===== config.mk =====
export PLATFORM = sky130hd
export DESIGN_NAME = id_stage_interlocked
export DESIGN_NICKNAME = d
export VERILOG_FILES = /design/src/rtl/id_stage_interlocked.sv
export SDC_FILE = /design/constraint.sdc
export NUM_CORES = 2
export LEC_CHECK = 0
export BUFFER_PORTS_ARGS = -buffer_cell sky130_fd_sc_hd__buf_2
export CAP_MARGIN = 20
export CORE_MARGIN = 2
export CORE_UTILIZATION = 35
export CTS_CLUSTER_SIZE = 8
export DETAILED_ROUTE_END_ITERATION = 10
export PLACE_DENSITY = 0.48
export SYNTH_ARGS = -nofsm -noshare
export SYNTH_HDL_FRONTEND = slang
export SYNTH_SLANG_ARGS = --single-unit

===== constraint.sdc =====
create_clock -name clk -period 7.2 [get_ports clk]
set_input_delay 1.44 -clock clk [delete_from_list [all_inputs] [get_ports clk]]
set_output_delay 1.44 -clock clk [all_outputs]
set_load 0.02 [all_outputs]

===== src/rtl/id_stage_interlocked.sv =====
// -----------------------------------------------------------------------------
// id_stage_interlocked
//   Decode stage: register file with write-through bypass, R/J/BEQ/BNE/ADDI/
//   LW/SW decoder, branch unit resolving in ID, load-use/branch hazard
//   interlock and an integrated ID/EX pipeline register.
//
// Optional feature macro: ID_PERF_COUNTERS_EN
//   defined   -> saturating stall-cycle and taken-redirect counters
//   undefined -> perf_* outputs tied to 0, no counter flops
//
// Ports
//   clk, reset          clock (rising), async active-low reset
//   in_valid            IF/ID holds a real instruction
//   inced_pc            PC+4 of the ID instruction
//   instruction         ID instruction word
//   ex_* _i / mem_* _i  EX / MEM control used for hazard checks + forwarding
//   alu_out_m           MEM ALU result, forwarded into the branch compare
//   reg_write_wb, write_reg_wb, write_data_reg   WB register write port
//   id_stall            comb: freeze PC and IF/ID
//   pc_src, jump_pc     comb: fetch redirect and its target
//   ex_*                registered ID/EX slot contents
//   perf_stall_cycles, perf_taken   performance counters
// -----------------------------------------------------------------------------
module id_stage_interlocked #(
  parameter int LEN_WORD          = 32, // must be >= 28
  parameter int LEN_REG_FILE_ADDR = 5,
  parameter int SIZE_REG_FILE     = 32, // must be <= 2**LEN_REG_FILE_ADDR
  parameter int LEN_OP_CODE       = 6
) (
  input  logic                         clk,
  input  logic                         reset,
  input  logic                         in_valid,
  input  logic [LEN_WORD-1:0]          inced_pc,
  input  logic [31:0]                  instruction,
  input  logic                         ex_reg_write_i,
  input  logic                         ex_mem_read_i,
  input  logic [LEN_REG_FILE_ADDR-1:0] ex_write_reg_i,
  input  logic                         mem_reg_write_i,
  input  logic                         mem_mem_read_i,
  input  logic [LEN_REG_FILE_ADDR-1:0] mem_write_reg_i,
  input  logic [LEN_WORD-1:0]          alu_out_m,
  input  logic                         reg_write_wb,
  input  logic [LEN_REG_FILE_ADDR-1:0] write_reg_wb,
  input  logic [LEN_WORD-1:0]          write_data_reg,
  output logic                         id_stall,
  output logic                         pc_src,
  output logic [LEN_WORD-1:0]          jump_pc,
  output logic                         ex_valid,
  output logic [LEN_WORD-1:0]          ex_read_data_1,
  output logic [LEN_WORD-1:0]          ex_read_data_2,
  output logic [LEN_WORD-1:0]          ex_extended_imm,
  output logic [LEN_REG_FILE_ADDR-1:0] ex_rs,
  output logic [LEN_REG_FILE_ADDR-1:0] ex_rt,
  output logic [LEN_REG_FILE_ADDR-1:0] ex_rd,
  output logic [2:0]                   ex_alu_op,
  output logic                         ex_reg_dst,
  output logic                         ex_alu_src,
  output logic                         ex_mem_read,
  output logic                         ex_mem_write,
  output logic                         ex_reg_write,
  output logic                         ex_mem_to_reg,
  output logic                         ex_illegal,
  output logic [31:0]                  perf_stall_cycles,
  output logic [31:0]                  perf_taken
);

  localparam int A = LEN_REG_FILE_ADDR;
  localparam int W = LEN_WORD;

  localparam logic [LEN_OP_CODE-1:0] OP_R    = LEN_OP_CODE'(6'h00);
  localparam logic [LEN_OP_CODE-1:0] OP_J    = LEN_OP_CODE'(6'h02);
  localparam logic [LEN_OP_CODE-1:0] OP_BEQ  = LEN_OP_CODE'(6'h04);
  localparam logic [LEN_OP_CODE-1:0] OP_BNE  = LEN_OP_CODE'(6'h05);
  localparam logic [LEN_OP_CODE-1:0] OP_ADDI = LEN_OP_CODE'(6'h08);
  localparam logic [LEN_OP_CODE-1:0] OP_LW   = LEN_OP_CODE'(6'h23);
  localparam logic [LEN_OP_CODE-1:0] OP_SW   = LEN_OP_CODE'(6'h2B);

  typedef enum logic {RUN, STALL} state_t;

  // ---------------------------------------------------------------------------
  // Instruction fields
  // ---------------------------------------------------------------------------
  logic [LEN_OP_CODE-1:0] opcode;
  logic [A-1:0]           rs, rt, rd;
  logic [W-1:0]           ext_imm;

  assign opcode  = instruction[31 -: LEN_OP_CODE];
  assign rs      = A'(instruction[25:21]);
  assign rt      = A'(instruction[20:16]);
  assign rd      = A'(instruction[15:11]);
  assign ext_imm = {{(W-16){instruction[15]}}, instruction[15:0]};

  // ---------------------------------------------------------------------------
  // Register file
  // ---------------------------------------------------------------------------
  logic [W-1:0] regs [SIZE_REG_FILE];
  logic [W-1:0] rd_data_1, rd_data_2;

  always_ff @(posedge clk or negedge reset) begin
    if (!reset) begin
      for (int i = 0; i < SIZE_REG_FILE; i++) regs[i] <= '0;
    end else if (reg_write_wb && write_reg_wb != '0 &&
                 32'(write_reg_wb) < SIZE_REG_FILE) begin
      regs[write_reg_wb] <= write_data_reg;
    end
  end

  // r0 and out-of-range addresses read zero; a same-cycle WB write to the
  // address is passed straight through so ID never sees a stale value.
  function automatic logic [W-1:0] rf_read(input logic [A-1:0] addr);
    logic [W-1:0] val;
    val = '0;
    if (addr != '0 && 32'(addr) < SIZE_REG_FILE) begin
      if (reg_write_wb && write_reg_wb == addr) val = write_data_reg;
      else                                      val = regs[addr];
    end
    return val;
  endfunction

  always_comb begin
    rd_data_1 = rf_read(rs);
    rd_data_2 = rf_read(rt);
  end

  // ---------------------------------------------------------------------------
  // Decode
  // ---------------------------------------------------------------------------
  logic [2:0] alu_op;
  logic       reg_dst, alu_src, mem_read, mem_write, reg_write, mem_to_reg;
  logic       illegal, use_rs, use_rt, is_beq, is_bne, is_j;

  always_comb begin
    alu_op     = 3'b000;
    reg_dst    = 1'b0;
    alu_src    = 1'b0;
    mem_read   = 1'b0;
    mem_write  = 1'b0;
    reg_write  = 1'b0;
    mem_to_reg = 1'b0;
    illegal    = 1'b0;
    use_rs     = 1'b0;
    use_rt     = 1'b0;
    is_beq     = 1'b0;
    is_bne     = 1'b0;
    is_j       = 1'b0;
    case (opcode)
      OP_R: begin
        alu_op = 3'b010; reg_dst = 1'b1; reg_write = 1'b1;
        use_rs = 1'b1;   use_rt  = 1'b1;
      end
      OP_LW: begin
        alu_op = 3'b000; alu_src = 1'b1; mem_read = 1'b1;
        reg_write = 1'b1; mem_to_reg = 1'b1; use_rs = 1'b1;
      end
      OP_SW: begin
        alu_op = 3'b000; alu_src = 1'b1; mem_write = 1'b1;
        use_rs = 1'b1;   use_rt  = 1'b1;
      end
      OP_BEQ: begin
        alu_op = 3'b001; is_beq = 1'b1; use_rs = 1'b1; use_rt = 1'b1;
      end
      OP_BNE: begin
        alu_op = 3'b001; is_bne = 1'b1; use_rs = 1'b1; use_rt = 1'b1;
      end
      OP_ADDI: begin
        alu_op = 3'b011; alu_src = 1'b1; reg_write = 1'b1; use_rs = 1'b1;
      end
      OP_J:    is_j    = 1'b1;
      default: illegal = 1'b1;
    endcase
  end

  // ---------------------------------------------------------------------------
  // Hazard interlock
  // ---------------------------------------------------------------------------
  logic is_br;
  assign is_br = is_beq | is_bne;

  // A producer only matters if it targets a non-zero register this
  // instruction actually reads.
  function automatic logic hits(input logic [A-1:0] dst);
    return (use_rs && rs != '0 && dst == rs) ||
           (use_rt && rt != '0 && dst == rt);
  endfunction

  always_comb begin
    id_stall = in_valid &&
               ((ex_mem_read_i && hits(ex_write_reg_i)) ||
                (is_br && ex_reg_write_i && hits(ex_write_reg_i)) ||
                (is_br && mem_mem_read_i && hits(mem_write_reg_i)));
  end

  // ---------------------------------------------------------------------------
  // Branch unit
  // ---------------------------------------------------------------------------
  // A MEM-stage ALU result is ready to forward; a MEM-stage load is not
  // (that case has already stalled above).
  logic         fwd_a, fwd_b, br_eq;
  logic [W-1:0] cmp_a, cmp_b, br_target, j_target;

  assign fwd_a = mem_reg_write_i && !mem_mem_read_i &&
                 mem_write_reg_i != '0 && mem_write_reg_i == rs;
  assign fwd_b = mem_reg_write_i && !mem_mem_read_i &&
                 mem_write_reg_i != '0 && mem_write_reg_i == rt;
  assign cmp_a = fwd_a ? alu_out_m : rd_data_1;
  assign cmp_b = fwd_b ? alu_out_m : rd_data_2;
  assign br_eq = (cmp_a == cmp_b);

  always_comb begin
    br_target = inced_pc + (ext_imm << 2);
    // Region jump keeps the PC bits above the 28-bit jump field.
    j_target        = inced_pc;
    j_target[27:0]  = {instruction[25:0], 2'b00};
    jump_pc         = is_j ? j_target : br_target;
    pc_src          = in_valid && !id_stall &&
                      ((is_beq && br_eq) || (is_bne && !br_eq) || is_j);
  end

  // ---------------------------------------------------------------------------
  // RUN/STALL state
  // ---------------------------------------------------------------------------
  state_t state_q, state_d;

  always_ff @(posedge clk or negedge reset) begin
    if (!reset) state_q <= RUN;
    else        state_q <= state_d;
  end

  always_comb begin
    state_d = RUN;
    if (id_stall) state_d = STALL;
  end

  // The state is observational only; nothing in the datapath depends on it.
  logic unused_state;
  assign unused_state = ^state_q;

  // ---------------------------------------------------------------------------
  // ID/EX register: capture on issue, otherwise load a bubble. A taken
  // branch still issues (it writes nothing downstream).
  // ---------------------------------------------------------------------------
  logic issue;
  assign issue = in_valid && !id_stall;

  always_ff @(posedge clk or negedge reset) begin
    if (!reset) begin
      ex_valid        <= 1'b0;
      ex_read_data_1  <= '0;
      ex_read_data_2  <= '0;
      ex_extended_imm <= '0;
      ex_rs           <= '0;
      ex_rt           <= '0;
      ex_rd           <= '0;
      ex_alu_op       <= '0;
      ex_reg_dst      <= 1'b0;
      ex_alu_src      <= 1'b0;
      ex_mem_read     <= 1'b0;
      ex_mem_write    <= 1'b0;
      ex_reg_write    <= 1'b0;
      ex_mem_to_reg   <= 1'b0;
      ex_illegal      <= 1'b0;
    end else if (issue) begin
      ex_valid        <= 1'b1;
      ex_read_data_1  <= rd_data_1;
      ex_read_data_2  <= rd_data_2;
      ex_extended_imm <= ext_imm;
      ex_rs           <= rs;
      ex_rt           <= rt;
      ex_rd           <= rd;
      ex_alu_op       <= alu_op;
      ex_reg_dst      <= reg_dst;
      ex_alu_src      <= alu_src;
      ex_mem_read     <= mem_read;
      ex_mem_write    <= mem_write;
      ex_reg_write    <= reg_write;
      ex_mem_to_reg   <= mem_to_reg;
      ex_illegal      <= illegal;
    end else begin
      ex_valid        <= 1'b0;
      ex_read_data_1  <= '0;
      ex_read_data_2  <= '0;
      ex_extended_imm <= '0;
      ex_rs           <= '0;
      ex_rt           <= '0;
      ex_rd           <= '0;
      ex_alu_op       <= '0;
      ex_reg_dst      <= 1'b0;
      ex_alu_src      <= 1'b0;
      ex_mem_read     <= 1'b0;
      ex_mem_write    <= 1'b0;
      ex_reg_write    <= 1'b0;
      ex_mem_to_reg   <= 1'b0;
      ex_illegal      <= 1'b0;
    end
  end

  // ---------------------------------------------------------------------------
  // Performance counters (saturating)
  // ---------------------------------------------------------------------------
`ifdef ID_PERF_COUNTERS_EN
  logic [31:0] stall_cnt, taken_cnt;

  always_ff @(posedge clk or negedge reset) begin
    if (!reset) begin
      stall_cnt <= '0;
      taken_cnt <= '0;
    end else begin
      if (id_stall && stall_cnt != '1) stall_cnt <= stall_cnt + 32'd1;
      if (pc_src   && taken_cnt != '1) taken_cnt <= taken_cnt + 32'd1;
    end
  end

  assign perf_stall_cycles = stall_cnt;
  assign perf_taken        = taken_cnt;
`else
  assign perf_stall_cycles = '0;
  assign perf_taken        = '0;
`endif

endmodule

# ---- After elaboration in Yosys (flattened, before gate mapping)
# Index checks and enable logic that the tools add are counted.
dict set report totals {
  register_bits 1145
  inputBits 151
  output_inout_bits 220
  word_cells 154
}
dict set report op_classes {
  n_addsub 1
  n_lt_le_gt_ge 4
  eq_ne 13
  mux 42
  n_bitwise 4
  reduce_logical 44
}
# op n
set ops {}
lappend ops {{$bwmux 1024} 1}
lappend ops {{$mux 32} 15}
lappend ops {{$bmux 32 s5} 2}
lappend ops {{$demux 32 s5} 1}
lappend ops {{$add 32x32->32} 1}
lappend ops {{$eq 32x32->1} 1}
lappend ops {{$eq 5x5->1} 6}
lappend ops {{$logic_and 1x1->1} 24}
lappend ops {{$reduce_bool 5->1} 4}
lappend ops {{$ge 6x6->1 const B} 3}
lappend ops {{$mux 1} 18}
lappend ops {{$not 5->6} 3}
lappend ops {{$mux 5} 3}
lappend ops {{$eq 6x3->1 const B} 2}
lappend ops {{$eq 6x6->1 const B} 2}
lappend ops {{$reduce_or 7->1} 1}
lappend ops {{$eq 6x2->1 const B} 1}
lappend ops {{$eq 6x4->1 const B} 1}
lappend ops {{$logic_not 6->1} 1}
lappend ops {{$logic_or 1x1->1} 6}
lappend ops {{$lt 6x1->1 const B} 1}
lappend ops {{$pmux 2 s3} 1}
lappend ops {{$reduce_or 3->1} 2}
lappend ops {{$reduce_or 6->1} 1}
lappend ops {{5 further kinds} 7}

# ---- Longest topological paths before layout
dict set report logic_depth {
  depth_word 13
  mapped_depth 19
  ltp_nobuf 15
}

# ---- Worst setup path after synthesis
# No wires, ideal clock.
dict set report synth_timing {
  path_type {in2out}
  start {input port instruction[22]}
  end {output port pc_src}
  arrival_time_ns 4.687
  required_ns 5.760
  slack_ns 1.073
  path_stages 17
  n_path_buf 5
  cell_sequence {buf_2 -> buf_4 -> buf_4 -> buf_4 -> clkbuf_1 -> mux4_2 -> a22oi_1 -> a21oi_1 -> o31ai_2 -> nor2_1 -> o22ai_1 -> nor2_1 -> o22ai_1 -> o22ai_1 -> or4b_1 -> a41oi_2 -> o211ai_1}
}
dict set report synth_via {
  elab_chain_len 13
  elab_cells_between_ends 33
  cone_classes {eq/ne: 4; mux: 6; bitwise: 1; reduce/logical: 22}
}
# item line_no
set synth_lines {}
lappend synth_lines {{start: declaration} 34} ;# input logic [31:0] instruction,
lappend synth_lines {{$not 5->6 (implied by the code)} 115} ;# else val = regs[addr];
lappend synth_lines {{$bmux 32 s5} 115}
lappend synth_lines {{$mux 32 (implied by the code) (2 in series)} 115}
lappend synth_lines {{$mux 32} 114} ;# if (reg_write_wb && write_reg_wb == addr) val = write_data_reg;
lappend synth_lines {{$mux 32} 113} ;# if (addr != '0 && 32'(addr) < SIZE_REG_FILE) begin
lappend synth_lines {{$mux 32} 205} ;# assign cmp_a = fwd_a ? alu_out_m : rd_data_1;
lappend synth_lines {{$eq 32x32->1} 207} ;# assign br_eq = (cmp_a == cmp_b);
lappend synth_lines {{$logic_not 1->1} 216} ;# ((is_beq && br_eq) || (is_bne && !br_eq) || is_j);
lappend synth_lines {{$logic_and 1x1->1} 216}
lappend synth_lines {{$logic_or 1x1->1 (2 in series)} 216}
lappend synth_lines {{$logic_and 1x1->1 *} 215} ;# pc_src = in_valid && !id_stall &&
lappend synth_lines {{end: declaration} 46} ;# output logic pc_src,
# Every way passes the cells marked *; elsewhere a longest branch is shown, timed or not. The select of a mux whose other input is x is not followed.

# ---- Worst setup path in the final report
dict set report layout_timing {
  start {input port instruction[21]}
  end {output port pc_src}
}
# The elaborated chain is that of the path after synthesis.

==> impl_table.tex <==
\begin{tabular}{lr}
\hline
Metric & Value \\
\hline
\multicolumn{2}{l}{\textbf{Clock tree}} \\
Clock Path Buffers & 3 \\
Number of clock sinks & 1,123 \\
CTS H-tree lvls & 4 \\
CTS hold repair buffers & 0 \\
TritonCTS buffer count & 159 \\
CTS tree & yes \\
Root Driver & clkbuf\_16 \\
Clk pin slew, worst setup/hold paths & 50 ps \\
Clock latency on the worst-skew pair & 810 ps \\
\multicolumn{2}{l}{\textbf{Placed design}} \\
Worst slack after detailed placement & -284.6 ps \\
Number of instances in the placed design & 7,098 \\
Hpwl dp & 174.4 mm \\
Count of buffers from port buffering & 305 \\
Placer congestion estimate & 0.9403 \\
\multicolumn{2}{l}{\textbf{Cells and area}} \\
Share of final-layout standard cells stronger than drive strength 1 & 47.12\% \\
Max FFs per register & 1,024 \\
Number of nets in the final layout & 5,086 \\
Relative area change from synthesis to final layout & 14.77\% \\
Non-filler cells, final & 7,289 \\
FILL cells & 16,700 \\
Registers with the highest flip-flop counts & regs: 1024 flops, ex\_read\_data\_1: 32 flops, ex\_read\_data\_2: 32 flops \\
Largest register by flop count & regs \\
Reg area & 28,100 sq um \\
Area of combinational cells with multiple inputs & 31,980 sq um \\
\multicolumn{2}{l}{\textbf{Drt}} \\
Number of routed nets with antenna violations & 0 \\
Average wire per standard cell & 36.23 microns \\
First-iteration detailed-routing DRC count & 4,626 \\
Number of vias per cell & 6.193 \\
Number of search-and-repair iterations in the first detailed-routing pass & 6 \\
Number of remaining DRC errors & 0 \\
Total detailed-routing wirelength & 264.1 mm \\
Via count & 45,140 \\
\multicolumn{2}{l}{\textbf{Floorplan}} \\
Starting Density & 35.19\% \\
Cell Rows & 155 \\
Die boundary width & 427.3 microns \\
Total die area & 182,600 sq um \\
Number of I/O pins & 371 \\
DIE HEIGHT & 427.3 microns \\
CORE AREA & 178,200 sq um \\
\multicolumn{2}{l}{\textbf{Logic synthesis}} \\
Post-synth top area share & 44.81\% \\
Top cells by instance count after synthesis & dfrtp\_1, mux2\_2, mux4\_2, clkbuf\_1, nor2\_1 \\
Dominant cell by count in the synthesized netlist & dfrtp\_1 \\
Post-synthesis sequential element count & 1,123 \\
Number of enable-type register cells in the synthesized netlist & 0 \\
Synthesis warning total & 0 \\
Synth area leader & dfrtp\_1 \\
Gate Count Post-Synth & 4,605 \\
Most instantiated flip-flop cell in the synthesis netlist & dfrtp\_1 \\
Most area-consuming cells after synthesis & dfrtp\_1, mux2\_2, mux4\_2 \\
Proportion of synthesized flip-flops having asynchronous set or reset & 100.0\% \\
Library cells used by synthesis & 91 \\
Synthesized area & 62,710 sq um \\
Synth Area per Inst & 13.62 sq um \\
Portion of the post-synthesis area used by sequential elements & 44.81\% \\
\multicolumn{2}{l}{\textbf{Critical path}} \\
Reg-to-Reg Start & regs[821] \\
Critical path required time & 5760 ps \\
Startpoint type of the worst setup path & input port \\
Startpoint of the most critical setup path & instruction[21] \\
Combined buffer and inverter count along the critical path & 4 \\
Cells traversed along the worst timing path & buf\_8, buf\_4, mux2\_2, a21oi\_1, o21ai\_0, a311oi\_1, nor3\_1, xor2\_1, o21ai\_0, o22ai\_1, or4b\_4, buf\_4, a41oi\_2, o211ai\_1, buf\_2 \\
Cell with the largest stage delay on the worst path & a311oi\_1 \\
Critical path data arrival time & 5670 ps \\
Sort of element at the end of the critical path & primary output \\
Maximum single-stage delay on the critical path & 820 ps \\
Largest fanout of any net on the critical path & 18 \\
Family of cells with the greatest summed delay on the critical path & compound AO/OA/AOI/OAI gates \\
Crit Path Class & input port to primary output \\
\multicolumn{2}{l}{\textbf{Timing}} \\
Clock period minus worst slack & 7114 ps \\
Maximum operating frequency & 0.1406 GHz \\
Transition time of the tightest slew-check pin & 1212 ps \\
Final-report max-slew violation count & 0 \\
Clk\_skew & 27.20 ps \\
Count of final hold-check violations & 0 \\
Post-route setup slack & 85.87 ps \\
Max transition margin & 19.02\% \\
Number of endpoints failing setup at the final stage & 0 \\
Tcrit/Tclk final & 98.81\% \\
\multicolumn{2}{l}{\textbf{Run}} \\
Maximum capacitance violations & 0 \\
\multicolumn{2}{l}{\textbf{Power and ir drop}} \\
Internal power & 13,880 uW \\
Peak supply drop & 0.0002214 V \\
Static power due to leakage & 0.03157 uW \\
Switching pwr & 5944 uW \\
Power density cells & 275.4 nW/um\^{}2 \\
Switching share of power & 29.99\% \\
Part of the power in the clock network & 35.0\% \\
Part of the total power dissipated in combinational logic & 23.1\% \\
Overall power consumption & 19,820 uW \\
Sequential Power Share & 41.9\% \\
\multicolumn{2}{l}{\textbf{GRT}} \\
Number of global-route vias before repair & 45,130 \\
Largest net degree at the start of global routing & 161 \\
Global-route usage over all layers & 28.68\% \\
Wire length of the first global-routing pass & 366.4 mm \\
Initial antenna violation count & 21 \\
Overflow after GRT & 0 \\
\multicolumn{2}{l}{\textbf{Worst hold path}} \\
Worst hold-check path type & flip-flop to flip-flop \\
Worst hold start & regs[1013] \\
\multicolumn{2}{l}{\textbf{Status}} \\
Run status & complete, no violations \\
\hline
\end{tabular}
cells in the final DEF, fill, tap and decap left out, types with 32 or more instances in the layout:
cell type	Yosys	final
a21oi_1	90	89
a22oi_1	112	112
and3_1	39	39
buf_12	10	40
buf_2	64	298
buf_4	122	269
clkbuf_16	0	163
conb_1	1	65
dfrtp_1	1123	1123
inv_1	32	32
mux2_2	970	970
mux2i_1	136	133
mux4_2	454	454
nand2_1	152	134
nand3_1	43	43
nor2_1	166	144
nor3_1	49	46
o21ai_0	91	90
o22ai_1	82	82
xnor2_1	38	38
xor2_1	43	43
cell type report:
class,count,share of cell area [%]
clock buffers,170,5.731
flip-flops and latches,1123,39.04
inverters,37,0.1930
clock inverters,12,0.2468
diodes,8,0.02781
well taps,2355,4.094
repair buffers,619,6.228
multi-input cells,2965,44.44
metrics by stage:
stage                     area, sq um  util (%)  TNS, ps  hold slack [ps]
after floorplan                 62950         -        0            438.5
after global placement          67510     37.88   -598.6            376.0
after detailed placement        67560     37.91   -284.6            382.4
after CTS                       71880     40.33        0            393.8
after global routing            71970     40.38   -4.751            408.3
final                           71980     40.39        0            394.6
power by group through the flow:
stage	Clock, uW	Combinational, uW	Sequential (uW)
after detailed placement	0	4540	8360
after floorplan	0	3100	8120
final	6930	4580	8310
after global routing	7310	4830	8430
after global placement	0	4480	8330
after CTS	7050	4550	8270
worst paths after layout:
kind	slack, ps	to	cells past startpoint
min in group asynchronous	660	regs[181]	1
min	390	regs[1013]	0
min reg2reg	390	regs[1013]	0
max in group asynchronous	4880	regs[645]	3
max reg2reg	4630	ex_read_data_1[21]	6
max	90	pc_src	15
logic make-up after synthesis:
group           synth area share, %
mux                           36.94
other cells                0.005980
fa+ha+maj                    0.6105
simple gates                  4.724
flops                         44.81
compound gates                6.652
buf+inv                       5.127
xor+xnor                      1.131
per-layer routing:
layer	part of all wire [%]	global-route usage [%]	up-vias
met5	0.010	0	-
met4	5.5	13.81	4
met3	6.7	5.597	569
met2	48	46.71	2050
met1	40	36.61	24470
li1	-	-	18050
repair_timing:
item | 4_1_cts | 5_1_grt
gates resized for setup | 5 | 14
endpoints found under the hold margin | 0 | 0
buffers inserted | 0 | 0
setup endpoints to repair | 1 | 1
worst register-to-register path, cell delays in order, from the launching register on:
cell and delay, ps:
dfrtp_1 390, mux4_2 470, mux4_2 550, a22o_1 230, a32oi_1 490, buf_4 210, nor2_1 60
Power figures use the tool's default switching activity.
